File: config.mk
export PLATFORM = sky130hd
export DESIGN_NAME = fwd_sel_ctrl
export DESIGN_NICKNAME = d
export VERILOG_FILES = /design/src/rtl/fwd_sel_ctrl.sv
export SDC_FILE = /design/constraint.sdc
export NUM_CORES = 1
export LEC_CHECK = 0
export CAP_MARGIN = 10
export CORE_AREA = 2 2 59 50
export CTS_CLUSTER_SIZE = 16
export DETAILED_ROUTE_END_ITERATION = 16
export DIE_AREA = 0 0 61 52
export MAX_ROUTING_LAYER = met4
export PLACE_DENSITY = 0.66
export REMOVE_ABC_BUFFERS = 1
export SLEW_MARGIN = 10
export SYNTH_ARGS = -nofsm -noshare
export SYNTH_HDL_FRONTEND = slang
export SYNTH_SLANG_ARGS = --single-unit
File: constraint.sdc
create_clock -name clk -period 1.8 [get_ports clk]
set_clock_uncertainty 0.1 [all_clocks]
set_input_delay 0.36 -clock clk [delete_from_list [all_inputs] [get_ports clk]]
set_output_delay 0.36 -clock clk [all_outputs]
set_load 0.05 [all_outputs]
File: src/rtl/fwd_sel_ctrl.sv
// Forwarding-select controller: tracks EX/MEM destination slots, produces registered
// operand-mux selects for the EX stage and a combinational load-use stall request.
module fwd_sel_ctrl #(
  parameter int REG_W    = 5,
  parameter int ZERO_REG = 31
) (
  input  logic             clk,
  input  logic             reset_n,
  input  logic             stall,
  input  logic             flush,
  input  logic [REG_W-1:0] id_rn,
  input  logic [REG_W-1:0] id_rm,
  input  logic [REG_W-1:0] id_rd,
  input  logic             id_regwrite,
  input  logic             id_memread,
  output logic [1:0]       fwd_a_sel,
  output logic [1:0]       fwd_b_sel,
  output logic             load_use_stall
);

  localparam logic [REG_W-1:0] ZERO_IDX = REG_W'(ZERO_REG);

  logic [REG_W-1:0] ex_rd_reg;
  logic             ex_wr_reg;
  logic             ex_ld_reg;
  logic [REG_W-1:0] mem_rd_reg;
  logic             mem_wr_reg;
  logic [1:0]       fwd_a_sel_reg;
  logic [1:0]       fwd_b_sel_reg;

  logic [REG_W-1:0] src [2];
  logic [1:0]       sel_next [2];
  logic [1:0]       ld_hit;

  assign src[0] = id_rn;
  assign src[1] = id_rm;

  // Index 0 is operand A (rn), index 1 is operand B (rm); EX (younger) wins over MEM.
  generate
    for (genvar gi = 0; gi < 2; gi++) begin : g_src
      logic ex_match;
      logic mem_match;

      assign ex_match  = ex_wr_reg  && (ex_rd_reg  == src[gi]) && (src[gi] != ZERO_IDX);
      assign mem_match = mem_wr_reg && (mem_rd_reg == src[gi]) && (src[gi] != ZERO_IDX);
      assign ld_hit[gi] = ex_match && ex_ld_reg;

      always_comb begin
        sel_next[gi] = 2'b00;
        if (ex_match) begin
          sel_next[gi] = 2'b01;
        end else if (mem_match) begin
          sel_next[gi] = 2'b10;
        end
      end
    end
  endgenerate

  assign load_use_stall = |ld_hit;

  always_ff @(posedge clk or negedge reset_n) begin
    if (!reset_n) begin
      ex_rd_reg     <= '0;
      ex_wr_reg     <= 1'b0;
      ex_ld_reg     <= 1'b0;
      mem_rd_reg    <= '0;
      mem_wr_reg    <= 1'b0;
      fwd_a_sel_reg <= 2'b00;
      fwd_b_sel_reg <= 2'b00;
    end else if (flush || (!stall && load_use_stall)) begin
      // Insert a bubble into EX; the older instruction still advances to MEM.
      ex_rd_reg     <= '0;
      ex_wr_reg     <= 1'b0;
      ex_ld_reg     <= 1'b0;
      mem_rd_reg    <= ex_rd_reg;
      mem_wr_reg    <= ex_wr_reg;
      fwd_a_sel_reg <= 2'b00;
      fwd_b_sel_reg <= 2'b00;
    end else if (!stall) begin
      ex_rd_reg     <= id_rd;
      ex_wr_reg     <= id_regwrite;
      ex_ld_reg     <= id_memread;
      mem_rd_reg    <= ex_rd_reg;
      mem_wr_reg    <= ex_wr_reg;
      fwd_a_sel_reg <= sel_next[0];
      fwd_b_sel_reg <= sel_next[1];
    end
  end

  assign fwd_a_sel = fwd_a_sel_reg;
  assign fwd_b_sel = fwd_b_sel_reg;

endmodule

==> metrics.txt, run 1 <==
# TYPE chip_impl_metric gauge
chip_impl_metric{name="ioPinCount",unit=""} 26
chip_impl_metric{name="synth_compound_area_share",unit="%"} 4.67
chip_impl_metric{name="routed-via-count",unit=""} 929
chip_impl_metric{name="fillCellCount",unit=""} 243
chip_impl_metric{name="dp_slack",unit="ns"} -0.693
chip_impl_metric{name="synth_seq_area_share",unit="%"} 42.9
chip_impl_metric{name="drt-vias-per-instance",unit=""} 4.74
chip_impl_info{name="failed_checks",value="setup timing"} 1
chip_impl_metric{name="floorplan_die_height",unit="um"} 52
chip_impl_metric{name="fmax",unit="GHz"} 0.432
chip_impl_info{name="leading_area_contributor_after_synthesis",value="sky130_fd_sc_hd__dfrtp_1"} 1
chip_impl_metric{name="port_buffers",unit=""} 25
chip_impl_metric{name="ctsHoldBuffers",unit=""} 0
chip_impl_info{name="hold_path.class",value="in -> async"} 1
chip_impl_metric{name="die_w",unit="um"} 61
chip_impl_metric{name="synth_fa_ha_area_share",unit="%"} 0
chip_impl_metric{name="placeableCoreArea",unit="mm^2"} 0.00262
chip_impl_info{name="synth_area_leaders",value="sky130_fd_sc_hd__dfrtp_1 43%, sky130_fd_sc_hd__xnor2_1 14%, sky130_fd_sc_hd__nand2_1 8.3%"} 1
chip_impl_metric{name="crit_required",unit="ns"} 1.34
chip_impl_metric{name="post-route-cell-area",unit="mm^2"} 0.00153
chip_impl_metric{name="synthToLayoutAreaGrowth",unit="%"} 53.7
chip_impl_metric{name="synth-seq-cells",unit=""} 17
chip_impl_metric{name="timing.slew.headroom",unit="%"} 85.3
chip_impl_info{name="yosys-top-cells-count",value="22 x sky130_fd_sc_hd__nand2_1, 17 x sky130_fd_sc_hd__dfrtp_1, 16 x sky130_fd_sc_hd__xnor2_1, 12 x sky130_fd_sc_hd__nor3_1, 7 x sky130_fd_sc_hd__mux2i_1"} 1
chip_impl_metric{name="fin_setup_tns",unit="ns"} -2.78
chip_impl_info{name="clock_tree_from_tritoncts",value="done"} 1
chip_impl_metric{name="grt_start_max_net_pins",unit=""} 18
chip_impl_metric{name="postLayoutCoreUtil",unit="%"} 58.3
chip_impl_metric{name="post_dp_area",unit="mm^2"} 0.00146
chip_impl_metric{name="htree_levels",unit=""} 1
chip_impl_metric{name="synth_simple_gate_area_share",unit="%"} 24.8
chip_impl_metric{name="dr.first_iter.drc_count",unit=""} 29
chip_impl_metric{name="drt_wl_total",unit="um"} 2610
chip_impl_metric{name="grt_use_total",unit="%"} 18.9
chip_impl_metric{name="initial_utilization",unit="%"} 37.9
chip_impl_metric{name="postSynth.asyncResetShare",unit="%"} 100
chip_impl_metric{name="design.final.nets",unit=""} 180
chip_impl_metric{name="ir_worst_vdd",unit="V"} 0.000474
chip_impl_metric{name="report.power.total",unit="mW"} 0.835
chip_impl_metric{name="p_leak",unit="nW"} 0.718
chip_impl_metric{name="cts.sinks",unit=""} 17
chip_impl_metric{name="clk-insertion-delay-late",unit="ns"} 0.29
chip_impl_metric{name="yosysWarningCount",unit=""} 0
chip_impl_metric{name="critical_path_peak_fanout",unit=""} 3
chip_impl_metric{name="period_share",unit="%"} 129
chip_impl_metric{name="n_antenna_cell",unit=""} 0
chip_impl_metric{name="timing.critical_path.arrival",unit="ns"} 1.85
chip_impl_info{name="crit_path_end_kind",value="output pin"} 1
chip_impl_metric{name="share_of_final_layout_standard_cells_stronger_than_drive_strength_1",unit="%"} 28.5
chip_impl_metric{name="layout_min_cycle_time",unit="ns"} 2.31
chip_impl_info{name="clock_tree.root_cell",value="sky130_fd_sc_hd__clkbuf_4"} 1
chip_impl_metric{name="synth.cell_area",unit="um^2"} 992
chip_impl_info{name="predominant_post_synthesis_flop_cell",value="sky130_fd_sc_hd__dfrtp_1"} 1
chip_impl_info{name="grt_setup_unrepaired",value="true"} 1
chip_impl_metric{name="dpl.hpwl",unit="um"} 2130
chip_impl_info{name="critical_path_class",value="reg -> out"} 1
chip_impl_metric{name="postLayoutSetupSlackWorst",unit="ns"} -0.514
chip_impl_metric{name="drt_pre_antenna_iters",unit=""} 4
chip_impl_info{name="worstSetupStartpointType",value="flip-flop"} 1
chip_impl_metric{name="drc",unit=""} 0
chip_impl_metric{name="floorplan.die_area",unit="mm^2"} 0.00317
chip_impl_metric{name="finalHoldWorstSlack",unit="ns"} 0.288
chip_impl_metric{name="syn-mean-instance-area",unit="um^2"} 9.45
chip_impl_metric{name="grt_antenna_before_repair",unit=""} 0
chip_impl_metric{name="drv_cap",unit=""} 0
chip_impl_metric{name="synthCells",unit=""} 105
chip_impl_metric{name="path_clk_slew",unit="ns"} 0.10
chip_impl_metric{name="synthMuxAreaShare",unit="%"} 7.06
chip_impl_metric{name="place_congestion",unit=""} 0.852
chip_impl_metric{name="place.detailed.instances",unit=""} 190
chip_impl_metric{name="synthXorXnorAreaFrac",unit="%"} 17.7
chip_impl_metric{name="synth.lib_cells_used.distinct",unit=""} 20
chip_impl_info{name="dominant_combinational_cell_family_by_area_after_synthesis",value="simple AND/OR/NAND/NOR gates"} 1
chip_impl_info{name="synth.most_common_cell",value="sky130_fd_sc_hd__nand2_1"} 1
chip_impl_metric{name="tritoncts.num_buffers",unit=""} 3
chip_impl_metric{name="worst_slew_pin_slew",unit="ns"} 0.220
chip_impl_metric{name="power_per_standard_cell_area",unit="mW/mm^2"} 548
chip_impl_metric{name="antenna_left",unit=""} 0
chip_impl_metric{name="grt_overflow",unit=""} 0
chip_impl_metric{name="rows",unit=""} 17
chip_impl_metric{name="first_pass_grt_wire_length",unit="um"} 4190
chip_impl_metric{name="final_cells",unit=""} 196
chip_impl_info{name="result_of_the_run",value="complete, but fails checks"} 1
chip_impl_metric{name="synth_largest_type_area_fraction",unit="%"} 42.9
chip_impl_metric{name="slew_viol_final",unit=""} 0
chip_impl_metric{name="finalSetupViolCount",unit=""} 12
chip_impl_metric{name="vias_in_the_first_global_route",unit=""} 887
chip_impl_metric{name="clock_path_buffers",unit=""} 2
chip_impl_metric{name="finalHoldViolCount",unit=""} 0
chip_impl_metric{name="avgRoutedWirePerCell",unit="um"} 13.3
chip_impl_metric{name="synth_edf_count",unit=""} 0
[cell usage in the layout (no fill, tap or decap), drive strengths merged]
master         Yosys  layout
dlygate4sd2        0      10
nand4              4       4
a21oi              1       1
xnor2             16      16
xor2               4       4
nor3              13      13
clkdlybuf4s50      0      10
nand2             22      22
dfrtp             17      17
buf                3      34
clkinv             0       1
or4                2       2
nand2b             2       2
clkbuf             2       3
o21a               2       2
a22oi              2       2
nand3              4       4
mux2i              7       7
nor2               2       2
a21boi             1       1
nor2b              1       1
[path summary, 6_finish.rpt]
kind | start | to | slack (ns) | depth (start not counted)
setup / recovery | ex_rd_reg[3] | load_use_stall | -0.51 | 6
hold / removal | reset_n | mem_rd_reg[2] | 0.29 | 2
setup reg to reg | ex_rd_reg[3] | fwd_a_sel[1] | -0.21 | 8
hold reg to reg | mem_wr_reg | mem_wr_reg | 0.42 | 2
max in group asynchronous | reset_n | ex_rd_reg[4] | 1.11 | 2
min in group clk | mem_wr_reg | mem_wr_reg | 0.42 | 2
[logic make-up after synthesis]
family / count (synthesis)
AO/OA/AOI/OAI: 6
XOR/XNOR: 20
buffers and inverters: 5
flip-flops: 17
multiplexers: 7
AND/OR/NAND/NOR: 50
[layer usage]
layer  vias to the layer above  GRT usage, %  part of all wire, %
li1                        463             -                    -
met1                       443          25.6                   46
met2                        21          29.4                   49
met3                         2          5.22                  4.2
met4                         0          2.17                 0.38
met5                         -             -                    0
[worst max-delay path, cell delays in order (launching register included)]
cell,delay (ns)
sky130_fd_sc_hd__dfrtp_1,0.44
sky130_fd_sc_hd__xnor2_1,0.18
sky130_fd_sc_hd__nand4_1,0.11
sky130_fd_sc_hd__or4_4,0.45
sky130_fd_sc_hd__a21boi_2,0.13
sky130_fd_sc_hd__buf_4,0.12
sky130_fd_sc_hd__buf_12,0.12
[report_power, final]
part	internal [mW]	switching, mW	total, mW
logic	0.119	0.0840	0.203
clock network	0.0825	0.120	0.203
registers	0.403	0.0269	0.430
total	0.604	0.231	0.835
[timing repair]
action | CTS | global route
setup buffers | 0 | 2
pin swaps | 2 | 2
gates resized for setup | 15 | 3
endpoints found under the setup margin | 12 | 12
[cell type report]
cell class	instances	area, um^2	share of cell area, %
multi-input combinational	83	557	36.5
timing repair buffer	54	467	30.6
clock buffer	3	22.5	1.48
clock inverter	1	5.00	0.328
tap	38	47.5	3.12
sequential	17	427	28.0
Power figures use the tool's default switching activity.
==> inputs of run 2 (changes only) <==
CORE_AREA = 2 2 55 47   (was 2 2 59 50)
DIE_AREA = 0 0 57 49   (was 0 0 61 52)
PLACE_DENSITY = 0.74   (was 0.66)
clock period = 2.5 ns   (was 1.8 ns; I/O delays follow)
==> run 2 against run 1 <==
The run now ends clean. Critical path depth grew 1. Final area shrank 4.8%. Non-clock buffer count shrank 10. Via count shrank 1.3%. Wire length grew 0.19%. Clock power shrank 25%. First-iteration DRC count shrank 55%. Cell count shrank 11%. Total power shrank 28%. Utilization grew 5.4 points. Setup slack gained 0.52 ns. Sequential share of layout area grew 1.6 points. Critical endpoint unchanged. Largest power group unchanged.
==> metrics.txt, run 2 (same netlist as run 1, synthesis figures left out) <==
# TYPE chip_impl_metric gauge
chip_impl_metric{name="drv_cap",unit=""} 0
chip_impl_info{name="crit_path_end_kind",value="output pin"} 1
chip_impl_metric{name="finalHoldWorstSlack",unit="ns"} 0.441
chip_impl_metric{name="fmax",unit="GHz"} 0.401
chip_impl_metric{name="period_share",unit="%"} 99.8
chip_impl_metric{name="ir_worst_vdd",unit="V"} 0.000436
chip_impl_metric{name="drt-vias-per-instance",unit=""} 5.24
chip_impl_info{name="clock_tree_from_tritoncts",value="done"} 1
chip_impl_metric{name="worst_slew_pin_slew",unit="ns"} 0.789
chip_impl_metric{name="routed-via-count",unit=""} 917
chip_impl_metric{name="clock_path_buffers",unit=""} 2
chip_impl_metric{name="floorplan_die_height",unit="um"} 49
chip_impl_metric{name="final_cells",unit=""} 175
chip_impl_metric{name="grt_antenna_before_repair",unit=""} 0
chip_impl_metric{name="drt_pre_antenna_iters",unit=""} 4
chip_impl_metric{name="first_pass_grt_wire_length",unit="um"} 4370
chip_impl_metric{name="dp_slack",unit="ns"} -0.256
chip_impl_metric{name="postLayoutSetupSlackWorst",unit="ns"} 0.00551
chip_impl_metric{name="floorplan.die_area",unit="mm^2"} 0.00279
chip_impl_metric{name="share_of_final_layout_standard_cells_stronger_than_drive_strength_1",unit="%"} 23.0
chip_impl_metric{name="report.power.total",unit="mW"} 0.601
chip_impl_metric{name="drc",unit=""} 0
chip_impl_metric{name="timing.critical_path.arrival",unit="ns"} 1.89
chip_impl_metric{name="avgRoutedWirePerCell",unit="um"} 15.0
chip_impl_info{name="final_common_cell",value="sky130_fd_sc_hd__nand2_1"} 1
chip_impl_metric{name="synthToLayoutAreaGrowth",unit="%"} 46.4
chip_impl_metric{name="htree_levels",unit=""} 1
chip_impl_metric{name="slew_viol_final",unit=""} 0
chip_impl_metric{name="fin_setup_tns",unit="ns"} 0
chip_impl_info{name="worstSetupStartpointType",value="input port"} 1
chip_impl_metric{name="dr.first_iter.drc_count",unit=""} 13
chip_impl_metric{name="tritoncts.num_buffers",unit=""} 3
chip_impl_metric{name="drt_wl_total",unit="um"} 2620
chip_impl_metric{name="finalHoldViolCount",unit=""} 0
chip_impl_metric{name="place_congestion",unit=""} 0.869
chip_impl_metric{name="dpl.hpwl",unit="um"} 1980
chip_impl_metric{name="rows",unit=""} 16
chip_impl_metric{name="n_antenna_cell",unit=""} 0
chip_impl_metric{name="p_leak",unit="nW"} 0.660
chip_impl_metric{name="power_per_standard_cell_area",unit="mW/mm^2"} 414
chip_impl_metric{name="post_dp_area",unit="mm^2"} 0.00140
chip_impl_info{name="result_of_the_run",value="completed"} 1
chip_impl_info{name="clock_tree.root_cell",value="sky130_fd_sc_hd__clkbuf_4"} 1
chip_impl_metric{name="initial_utilization",unit="%"} 43.5
chip_impl_metric{name="layout_min_cycle_time",unit="ns"} 2.49
chip_impl_metric{name="antenna_left",unit=""} 0
chip_impl_metric{name="vias_in_the_first_global_route",unit=""} 938
chip_impl_info{name="grt_setup_unrepaired",value="true"} 1
chip_impl_metric{name="finalSetupViolCount",unit=""} 0
chip_impl_metric{name="timing.slew.headroom",unit="%"} 47.2
chip_impl_info{name="layout_common_cells",value="22 x sky130_fd_sc_hd__nand2_1, 18 x sky130_fd_sc_hd__buf_4, 14 x sky130_fd_sc_hd__xnor2_1, 14 x sky130_fd_sc_hd__dfrtp_1, 14 x sky130_fd_sc_hd__clkdlybuf4s50_1"} 1
chip_impl_metric{name="critical_path_peak_fanout",unit=""} 3
chip_impl_metric{name="grt_use_total",unit="%"} 21.2
chip_impl_metric{name="place.detailed.instances",unit=""} 169
chip_impl_metric{name="die_w",unit="um"} 57
chip_impl_metric{name="grt_overflow",unit=""} 0
chip_impl_metric{name="grt_start_max_net_pins",unit=""} 18
chip_impl_metric{name="crit_required",unit="ns"} 1.90
chip_impl_metric{name="cts.sinks",unit=""} 17
chip_impl_metric{name="path_clk_slew",unit="ns"} 0.10
chip_impl_info{name="critical_path_class",value="in -> out"} 1
chip_impl_info{name="hold_path.class",value="reg -> reg"} 1
chip_impl_metric{name="post-route-cell-area",unit="mm^2"} 0.00145
chip_impl_metric{name="design.final.nets",unit=""} 170
chip_impl_metric{name="placeableCoreArea",unit="mm^2"} 0.00228
chip_impl_metric{name="postLayoutCoreUtil",unit="%"} 63.7
chip_impl_metric{name="clk-insertion-delay-late",unit="ns"} 0.29
chip_impl_metric{name="port_buffers",unit=""} 25
chip_impl_metric{name="fillCellCount",unit=""} 205
chip_impl_metric{name="ioPinCount",unit=""} 26
run 2: cell types whose count changed in the layout (fill, tap and decap cells not counted), moves of 2 or more:
cell / previous run / this run
sky130_fd_sc_hd__dfrtp_1: 16 / 14
sky130_fd_sc_hd__clkdlybuf4s50_1: 10 / 14
sky130_fd_sc_hd__dfrtp_2: 1 / 3
sky130_fd_sc_hd__clkdlybuf4s15_1: 0 / 2
sky130_fd_sc_hd__buf_4: 30 / 18
sky130_fd_sc_hd__buf_6: 3 / 0
sky130_fd_sc_hd__dlygate4sd2_1: 10 / 8
run 2: timing repair:
action | in CTS | in global routing
resized for setup | 11 | 8
setup endpoints to repair | 1 | 1
hold buffers | 0 | 0
pin swaps | 1 | 4
setup buffers | 0 | 2
run 2: final timing paths:
| kind | slack (ns) | endpoint | from | cells past startpoint |
|---|---|---|---|---|
| hold reg to reg | 0.44 | mem_wr_reg | mem_wr_reg | 2 |
| hold / removal | 0.44 | mem_wr_reg | mem_wr_reg | 2 |
| max in group asynchronous | 1.21 | ex_rd_reg[0] | reset_n | 1 |
| setup / recovery | 0.006 | load_use_stall | id_rn[2] | 7 |
| setup reg to reg | 0.56 | fwd_b_sel[1] | ex_rd_reg[2] | 7 |
| min in group asynchronous | 0.55 | mem_rd_reg[0] | reset_n | 1 |
run 2: layout make-up:
class,count,area (um^2),share of cell area (%)
multi-input cells,83,557,38.3
flip-flops and latches,17,429,29.5
repair buffers,44,405,27.9
well taps,27,33.8,2.33
clock buffers,3,22.5,1.55
clock inverters,1,5.00,0.345
run 2: power by group:
part / total, mW / switching, mW / leakage [nW] / internal, mW
sequential: 0.310 / 0.0192 / 0.222 / 0.290
combinational: 0.139 / 0.0599 / 0.420 / 0.0787
clock: 0.153 / 0.0937 / 0.0177 / 0.0596
run 2: critical path, stage by stage:
cell and delay [ns]:
sky130_fd_sc_hd__dlygate4sd2_1 0.28, sky130_fd_sc_hd__xnor2_2 0.18, sky130_fd_sc_hd__nand4_1 0.11, sky130_fd_sc_hd__or4_4 0.43
sky130_fd_sc_hd__a21boi_2 0.14, sky130_fd_sc_hd__buf_4 0.13, sky130_fd_sc_hd__buf_12 0.12
run 2: per-layer routing:
metal  part of all wire [%]  global-route usage [%]
met3                    3.5                    5.84
met4                   0.92                    3.49
met1                     45                    26.3
met2                     50                    35.2
met5                      0                       -
==> inputs of run 3 (changes only) <==
CTS_BUF_LIST = sky130_fd_sc_hd__clkbuf_8   (was unset)
==> run 3 against run 2 <==
Final area decreased by 1.5%. Critical path depth is the same. Total power increased by 8.0%. Hold slack worse by 0.011 ns. Register-to-register slack about the same. Highest routed layer unchanged.
==> metrics.txt, run 3 (same netlist as run 1, synthesis figures left out) <==
# TYPE chip_impl_metric gauge
chip_impl_info{name="result_of_the_run",value="completed"} 1
chip_impl_metric{name="finalSetupViolCount",unit=""} 0
chip_impl_metric{name="grt_overflow",unit=""} 0
chip_impl_metric{name="postLayoutSetupSlackWorst",unit="ns"} 0.0291
chip_impl_metric{name="drt_pre_antenna_iters",unit=""} 4
chip_impl_metric{name="worstHoldPathCells",unit=""} 2
chip_impl_metric{name="n_antenna_cell",unit=""} 0
chip_impl_metric{name="path_clk_slew",unit="ns"} 0.07
chip_impl_metric{name="ir_worst_vdd",unit="V"} 0.000493
chip_impl_info{name="clock_tree_from_tritoncts",value="done"} 1
chip_impl_metric{name="drc",unit=""} 0
chip_impl_info{name="hold_path.class",value="reg -> reg"} 1
chip_impl_metric{name="period_share",unit="%"} 98.8
chip_impl_metric{name="vias_in_the_first_global_route",unit=""} 965
chip_impl_metric{name="ioPinCount",unit=""} 26
chip_impl_info{name="worst_path_cell_chain",value="dlygate4sd2_1 -> nand3_1 -> nor2_1 -> or4_4 -> a21boi_2 -> buf_4 -> buf_12"} 1
chip_impl_metric{name="tritoncts.num_buffers",unit=""} 3
chip_impl_info{name="critical_path_class",value="in -> out"} 1
chip_impl_metric{name="antenna_left",unit=""} 0
chip_impl_metric{name="slew_viol_final",unit=""} 0
chip_impl_metric{name="synthToLayoutAreaGrowth",unit="%"} 44.3
chip_impl_metric{name="fmax",unit="GHz"} 0.405
chip_impl_metric{name="multiInputGateArea",unit="um^2"} 542
chip_impl_metric{name="postLayoutCoreUtil",unit="%"} 62.7
chip_impl_info{name="crit_path_end_kind",value="output pin"} 1
chip_impl_metric{name="first_pass_grt_wire_length",unit="um"} 4490
chip_impl_metric{name="design.final.nets",unit=""} 168
chip_impl_metric{name="clock_path_buffers",unit=""} 2
chip_impl_info{name="crit_path_top_delay_cell",value="sky130_fd_sc_hd__or4_4"} 1
chip_impl_metric{name="cp_num_cells",unit=""} 7
chip_impl_metric{name="cts.sinks",unit=""} 17
chip_impl_metric{name="path_buf_inv",unit=""} 3
chip_impl_metric{name="initial_utilization",unit="%"} 43.5
chip_impl_metric{name="register_area",unit="um^2"} 428
chip_impl_metric{name="htree_levels",unit=""} 1
chip_impl_metric{name="routed-via-count",unit=""} 909
chip_impl_metric{name="dp_slack",unit="ns"} -0.256
chip_impl_metric{name="placeableCoreArea",unit="mm^2"} 0.00228
chip_impl_metric{name="timing.critical_path.arrival",unit="ns"} 1.87
chip_impl_info{name="final_common_cell",value="sky130_fd_sc_hd__nand2_1"} 1
chip_impl_metric{name="dr.first_iter.drc_count",unit=""} 21
chip_impl_info{name="clock_tree.root_cell",value="sky130_fd_sc_hd__clkbuf_8"} 1
chip_impl_metric{name="critical_path_peak_fanout",unit=""} 3
chip_impl_info{name="worstSetupStartpointType",value="input port"} 1
chip_impl_metric{name="avgRoutedWirePerCell",unit="um"} 15.3
chip_impl_metric{name="timing.slew.headroom",unit="%"} 47.0
chip_impl_metric{name="fillCellCount",unit=""} 205
chip_impl_metric{name="post_cts.repair.setup_buffers",unit=""} 0
chip_impl_metric{name="clk-insertion-delay-late",unit="ns"} 0.25
chip_impl_metric{name="max_stage_delay",unit="ns"} 0.54
chip_impl_metric{name="grt_start_max_net_pins",unit=""} 18
chip_impl_info{name="critPathTopFamily",value="simple AND/OR/NAND/NOR gates"} 1
chip_impl_metric{name="reg2regPathDepth",unit=""} 7
chip_impl_metric{name="die_w",unit="um"} 57
chip_impl_metric{name="grt_use_total",unit="%"} 22.1
chip_impl_metric{name="fin_setup_tns",unit="ns"} 0
chip_impl_metric{name="place_congestion",unit=""} 0.869
chip_impl_metric{name="rows",unit=""} 16
chip_impl_metric{name="floorplan_die_height",unit="um"} 49
chip_impl_metric{name="drt-vias-per-instance",unit=""} 5.25
chip_impl_metric{name="finalHoldWorstSlack",unit="ns"} 0.430
chip_impl_metric{name="floorplan.die_area",unit="mm^2"} 0.00279
chip_impl_metric{name="layout_min_cycle_time",unit="ns"} 2.47
chip_impl_metric{name="finalHoldViolCount",unit=""} 0
chip_impl_metric{name="p_leak",unit="nW"} 0.647
chip_impl_metric{name="port_buffers",unit=""} 25
chip_impl_info{name="layout_common_cells",value="22 x sky130_fd_sc_hd__nand2_1, 16 x sky130_fd_sc_hd__xnor2_1, 16 x sky130_fd_sc_hd__buf_4"} 1
chip_impl_metric{name="drt_wl_total",unit="um"} 2650
chip_impl_metric{name="worst_slew_pin_slew",unit="ns"} 0.793
chip_impl_metric{name="power_per_standard_cell_area",unit="mW/mm^2"} 454
chip_impl_metric{name="crit_required",unit="ns"} 1.90
chip_impl_metric{name="dpl.hpwl",unit="um"} 1980
chip_impl_metric{name="share_of_final_layout_standard_cells_stronger_than_drive_strength_1",unit="%"} 21.2
chip_impl_metric{name="grt_antenna_before_repair",unit=""} 0
chip_impl_metric{name="drv_cap",unit=""} 0
==> run 3: cell types whose count changed in the layout (fill, tap and decap cells not counted) <==
cell	delta
sky130_fd_sc_hd__clkbuf_8	+3
sky130_fd_sc_hd__dlygate4sd2_1	-1
sky130_fd_sc_hd__buf_4	-2
sky130_fd_sc_hd__dfrtp_2	-1
sky130_fd_sc_hd__clkbuf_4	-3
sky130_fd_sc_hd__dfrtp_1	+1
sky130_fd_sc_hd__clkdlybuf4s15_1	-1
sky130_fd_sc_hd__xnor2_1	+2
sky130_fd_sc_hd__xnor2_2	-2
sky130_fd_sc_hd__clkbuf_2	+2
==> run 3: cell type report <==
cell class,count,share of cell area [%]
Clock inverter,1,0.350
Timing Repair Buffer,42,26.7
Multi-Input combinational cell,83,37.8
Clock buffer,3,2.88
Tap cell,27,2.36
Sequential cell,17,29.9
==> run 3: metrics by stage <==
step	cell area [um^2]	instances	power, mW
after detailed placement	1400	169	0.451
final	1430	173	0.650
after CTS	1430	173	0.655
after global placement	1400	169	0.447
after global routing	1430	173	0.684
after floorplan	963	100	0.371
==> run 3: worst paths after layout <==
check | from | end | slack [ns]
min in group asynchronous | reset_n | mem_rd_reg[0] | 0.60
max reg2reg | ex_rd_reg[1] | ex_rd_reg[0] | 0.57
min | mem_wr_reg | mem_wr_reg | 0.43
max in group asynchronous | reset_n | ex_rd_reg[2] | 1.15
max | id_rn[2] | load_use_stall | 0.03
min reg2reg | mem_wr_reg | mem_wr_reg | 0.43
==> run 3: what timing repair did <==
item	4_1_cts	5_1_grt
resized for setup	13	6
hold buffers	0	0
setup endpoints to repair	1	1
pin swaps	4	8
==> run 3: power breakdown <==
group	total [mW]	leakage (nW)	switching, mW	internal (mW)
registers	0.310	0.223	0.0193	0.290
clock network	0.207	0.0255	0.0969	0.111
logic	0.132	0.399	0.0587	0.0736
==> run 3: layer usage <==
metal	global-route usage (%)	routed length (um)	vias to the layer above
met3	6.37	123	2
met2	37.2	1350	25
met1	25.8	1160	444
li1	-	-	438
met5	-	0	-
met4	6.20	19	0
==> run 3: worst min-delay path: cells and delay by family (launching register included) <==
family        cells  cell delay, ns
flops             1            0.38
simple gates      2            0.12
